[config.mk]
export PLATFORM = sky130hd
export DESIGN_NAME = mem_port_arbiter
export DESIGN_NICKNAME = d
export VERILOG_FILES = /design/src/rtl/mem_port_arbiter.sv
export SDC_FILE = /design/constraint.sdc
export NUM_CORES = 1
export LEC_CHECK = 0
export ABC_AREA = 0
export BUFFER_PORTS_ARGS = -buffer_cell sky130_fd_sc_hd__buf_2
export CELL_PAD_IN_SITES_DETAIL_PLACEMENT = 0
export CELL_PAD_IN_SITES_GLOBAL_PLACEMENT = 1
export CORE_UTILIZATION = 35
export DETAILED_ROUTE_END_ITERATION = 12
export PLACE_DENSITY = 0.77
export SYNTH_ARGS = -nofsm -noshare
export SYNTH_HDL_FRONTEND = slang
export SYNTH_SLANG_ARGS = --single-unit
[constraint.sdc]
create_clock -name clk -period 8 [get_ports clk]
set_input_delay 1.2 -clock clk [delete_from_list [all_inputs] [get_ports clk]]
set_output_delay 1.2 -clock clk [all_outputs]
set_load 0.05 [all_outputs]
[src/rtl/mem_port_arbiter.sv]
// mem_port_arbiter: shares one single-port memory between instruction fetch and load/store.
// Latency: accept on the ready cycle, mem_req the cycle after, rvalid the cycle after mem_ack (2 cycles minimum).
// Backpressure: one transaction at a time; while busy both readies stay low and requesters hold req.
//
// Optional feature: define MEM_ARB_STARVE_GUARD_EN to force a fetch grant after STARVE_LIMIT
// consecutive data grants made while a fetch was waiting.
//
// Ports:
//   clk, rst                   clock, asynchronous active-high reset
//   if_req/if_addr             fetch request (held until if_ready)
//   if_ready/if_rvalid/if_rdata fetch accept, one-cycle completion pulse, instruction word
//   d_req/d_we/d_addr/d_wdata/d_func3  load/store request (held until d_ready)
//   d_ready/d_rvalid/d_rdata   data accept, one-cycle completion pulse, load data
//   mem_req/mem_we/mem_addr/mem_wdata/mem_func3  registered shared memory port
//   mem_ack/mem_rdata          memory completion and read data
//   busy                       a transaction is outstanding
module mem_port_arbiter #(
  parameter int ADDR_W       = 32,
  parameter int DATA_W       = 32,
  parameter int STARVE_LIMIT = 4
) (
  input  logic              clk,
  input  logic              rst,
  input  logic              if_req,
  input  logic [ADDR_W-1:0] if_addr,
  output logic              if_ready,
  output logic              if_rvalid,
  output logic [DATA_W-1:0] if_rdata,
  input  logic              d_req,
  input  logic              d_we,
  input  logic [ADDR_W-1:0] d_addr,
  input  logic [DATA_W-1:0] d_wdata,
  input  logic [2:0]        d_func3,
  output logic              d_ready,
  output logic              d_rvalid,
  output logic [DATA_W-1:0] d_rdata,
  output logic              mem_req,
  output logic              mem_we,
  output logic [ADDR_W-1:0] mem_addr,
  output logic [DATA_W-1:0] mem_wdata,
  output logic [2:0]        mem_func3,
  input  logic              mem_ack,
  input  logic [DATA_W-1:0] mem_rdata,
  output logic              busy
);

  typedef enum logic [1:0] {
    IDLE  = 2'd0,
    FETCH = 2'd1,
    DATA  = 2'd2
  } state_t;

  state_t state, state_nxt;
  logic   grant_if, grant_d;
  logic   force_if;

`ifdef MEM_ARB_STARVE_GUARD_EN
  // Counts data grants that overtook a waiting fetch. It never passes STARVE_LIMIT:
  // reaching the limit with both requests pending forces the fetch grant, which clears it.
  logic [3:0] starve_cnt;

  assign force_if = (starve_cnt == 4'(STARVE_LIMIT));

  always_ff @(posedge clk or posedge rst) begin
    if (rst) begin
      starve_cnt <= 4'd0;
    end else if (grant_if) begin
      starve_cnt <= 4'd0;
    end else if (grant_d) begin
      starve_cnt <= if_req ? starve_cnt + 4'd1 : 4'd0;
    end
  end
`else
  assign force_if = 1'b0;

  logic unused_starve_limit;
  assign unused_starve_limit = (STARVE_LIMIT != 0);
`endif

  // State register
  always_ff @(posedge clk or posedge rst) begin
    if (rst) begin
      state <= IDLE;
    end else begin
      state <= state_nxt;
    end
  end

  // Arbitration and next state. Grants are gated by rst so the readies read 0
  // the moment reset is asserted, not only after the next edge.
  always_comb begin
    state_nxt = state;
    grant_if  = 1'b0;
    grant_d   = 1'b0;
    case (state)
      IDLE: begin
        if (!rst) begin
          if (if_req && (!d_req || force_if)) begin
            grant_if  = 1'b1;
            state_nxt = FETCH;
          end else if (d_req) begin
            grant_d   = 1'b1;
            state_nxt = DATA;
          end
        end
      end
      FETCH, DATA: begin
        if (mem_ack) begin
          state_nxt = IDLE;
        end
      end
      default: state_nxt = IDLE;
    endcase
  end

  assign if_ready = grant_if;
  assign d_ready  = grant_d;
  assign busy     = (state != IDLE);
  // Derived straight from the state flop, so it drops asynchronously with rst.
  assign mem_req  = (state != IDLE);

  // Memory port fields are loaded only on a grant and otherwise hold, which keeps
  // them stable for the whole transaction. Read data registers hold between reads.
  always_ff @(posedge clk or posedge rst) begin
    if (rst) begin
      mem_we    <= 1'b0;
      mem_addr  <= '0;
      mem_wdata <= '0;
      mem_func3 <= 3'b000;
      if_rdata  <= '0;
      d_rdata   <= '0;
      if_rvalid <= 1'b0;
      d_rvalid  <= 1'b0;
    end else begin
      if_rvalid <= 1'b0;
      d_rvalid  <= 1'b0;

      if (grant_if) begin
        mem_we    <= 1'b0;
        mem_addr  <= if_addr;
        mem_wdata <= '0;
        mem_func3 <= 3'b010;
      end else if (grant_d) begin
        mem_we    <= d_we;
        mem_addr  <= d_addr;
        mem_wdata <= d_wdata;
        mem_func3 <= d_func3;
      end

      if (state == FETCH && mem_ack) begin
        if_rdata  <= mem_rdata;
        if_rvalid <= 1'b1;
      end

      // A store completes with a pulse but leaves d_rdata untouched.
      if (state == DATA && mem_ack) begin
        d_rvalid <= 1'b1;
        if (!mem_we) begin
          d_rdata <= mem_rdata;
        end
      end
    end
  end

endmodule

==> key figures <==
Run status
  • Status: finished clean

Critical path
  • CP Data Arrival Time: 2.98 ns
  • Crit-path max FO: 36
  • Crit path largest cell delay: 0.96 ns
  • Bufs and invs on worst path: 2
  • CP most frequent cell: buf_2
  • R2R depth: 5
  • Critical Path Start Type: primary input
  • Cell family with most CP delay: simple AND/OR/NAND/NOR gates
  • Crit. path cell count: 4
  • Worst setup EP type: output pin
  • Worst endpoint required time: 6.80 ns
  • Critical-path cell list: buf_2 > nor2b_2 > and2_1 > buf_2
  • Critical Path Slowest Stage Cell: nor2b_2
  • Setup CP Type: in -> out

Job
  • Max_cap viols: 0

Global route
  • Initial antenna violation count: 1
  • Total grt overflow: 0
  • Gr usage total: 0.177
  • Vias in the first global route: 4300
  • Largest net degree at the start of global routing: 70
  • First-pass GRT wire length: 22.1 mm

Layout
  • Most common cell after layout, fill and taps aside: buf_2
  • Layout cell share with drive strength beyond 1: 0.589
  • Most frequent cells in the layout: buf_2, dfrtp_1, a22o_1, a22oi_1, mux2_2
  • Nets@finish: 770
  • FILL cells: 1354
  • Ant diodes: 0
  • Design Area, Final: 7570 µm²
  • Area Growth Syn to Fin: 37.7%

STA
  • Clock skew: 0.00454 ns
  • Final hold vios: 0
  • Post-route minimum period: 4.18 ns
  • Worst-Margin Slew: 1.16 ns
  • Fin. max-slew vios: 0
  • Fmax achieved: 239 MHz
  • Worst relative slew slack: 0.226
  • RSZ-0062 raised after global routing: false
  • Setup tns final: 0 ns
  • # setup viols final: 0
  • Tcrit/Tclk final: 0.522

Yosys
  • Avg Cell Area, Syn: 15.1 µm²
  • Synthesis-stage register bit count: 136
  • Top FF cell, synth: dfrtp_1
  • Post-Synthesis Cells: 363
  • Syn Nets: 504
  • YS warnings: 0
  • Mapped cell area: 5500 µm²
  • Post-synth EDFFs: 0
  • Post-synth ARST share: 1.00
  • Seq/Total Area, Yosys: 0.619
  • Synth unique cells: 28

Worst hold path
  • Worst Hold Depth: 1
  • Hold WC Path Type: reg -> reg

Detailed routing
  • WL met1: 6.11 mm
  • Vias: 4139
  • Met3 routed WL: 1.07 mm
  • Average routed wire per standard cell: 16.4 µm
  • Antenna-violating nets left: 0
  • Final wirelength: 14.0 mm
  • Detailed-route DRC error count: 0
  • Met2 WL: 6.63 mm
  • Initial DRC Count: 139
  • Top Metal Used: met5
  • Vias/cell: 4.85
  • DRT Pass-1 Iters: 4

Floorplan
  • DIE WIDTH: 127 µm
  • Initial Utilization: 0.360
  • Die ar.: 16200 µm²
  • Die Ht: 127 µm
  • Cell Rows: 45
  • I/O pin count: 275
  • Floorplan Core Area: 15300 µm²

CTS
  • CTS max path bufs: 2
  • Clock Sinks: 136
  • Worst-path clk slew: 0.06 ns
  • Hold buffer count at CTS: 0
  • Post-CTS sizing: 0
  • CTS Buf Count: 17
  • Post-CTS Setup Bufs: 0
  • Htree depth: 4
  • CTS root buffer: clkbuf_16
  • TritonCTS clock tree: built
  • Clk_lat worst skew: 0.41 ns

Place
  • IO Port Bufs: 274
  • Gpl congestion: 0.738
  • HPWL after DPL: 10.0 mm
  • Placed inst area: 6970 µm²
## cell usage after synthesis, drive strengths merged (2+ instances only)
| library cell | count | area [µm²] |
|---|---|---|
| a22o | 35 | 307 |
| a21oi | 2 | 10.0 |
| a22oi | 32 | 240 |
| clkbuf | 6 | 22.5 |
| o21ai | 2 | 13.8 |
| buf | 25 | 191 |
| ha | 4 | 50.1 |
| mux2 | 64 | 833 |
| o2bb2ai | 31 | 272 |
| and2 | 3 | 18.8 |
| nand2b | 5 | 31.3 |
| dfrtp | 136 | 3400 |
| inv | 8 | 30.0 |
| nand2 | 2 | 7.51 |
## kinds of logic (layout without fill, tap and decap cells)
kind of cell | count (synthesis) | after routing | share of synthesized area
simple gates | 14 | 14 | 0.0166
flops | 136 | 136 | 0.619
compound gates | 106 | 106 | 0.159
mux | 64 | 64 | 0.152
buf+inv | 39 | 318 | 0.0444
fa+ha+maj | 4 | 4 | 0.00910
## state kept, by name (all words and copies together), names as in the netlist
signal / flops
d_rdata: 32
if_rdata: 32
mem_addr: 32
mem_wdata: 32
mem_func3: 3
state: 2
d_rvalid: 1
if_rvalid: 1
mem_we: 1
## per-stage QoR
| step | util | hold slack [ns] | setup slack, ns | cells |
|---|---|---|---|---|
| 4_1_cts | 0.496 | 0.487 | 3.82 | 853 |
| 6_report | 0.496 | 0.486 | 3.82 | 853 |
| 5_1_grt | 0.496 | 0.501 | 3.65 | 853 |
| 3_5_place_dp | 0.457 | 0.469 | 3.79 | 821 |
| 2_1_floorplan | - | 0.491 | 3.16 | 363 |
| 3_3_place_gp | 0.457 | 0.470 | 3.89 | 821 |
## layer usage
| metal | global-route usage | vias to the layer above |
|---|---|---|
| li1 | - | 1899 |
| met1 | 0.222 | 2030 |
| met2 | 0.285 | 192 |
| met3 | 0.0607 | 16 |
| met4 | 0.0574 | 2 |
| met5 | 0 | - |
## final timing paths
kind / start / endpoint / slack (ns)
worst min-delay path: mem_addr[6] / mem_addr[6] / 0.49
worst max register to register: state[0] / d_rdata[31] / 5.84
min in group asynchronous: rst / mem_addr[31] / 0.91
worst max-delay path: d_req / if_ready / 3.82
max in group asynchronous: rst / d_rdata[0] / 5.82
worst min register to register: mem_addr[6] / mem_addr[6] / 0.49
## area by class of cell
type                    count  area, µm²  area share
flip-flops and latches    136       3400       0.450
multi-input cells         188       1860       0.246
repair buffers            278       1400       0.185
clock buffers              17        425      0.0562
well taps                 211        264      0.0349
clock inverters            15        176      0.0233
inverters                   8       35.0     0.00463
Power is not shown: default switching activity piles up to over one toggle a cycle in this logic, so the estimate is an artifact.
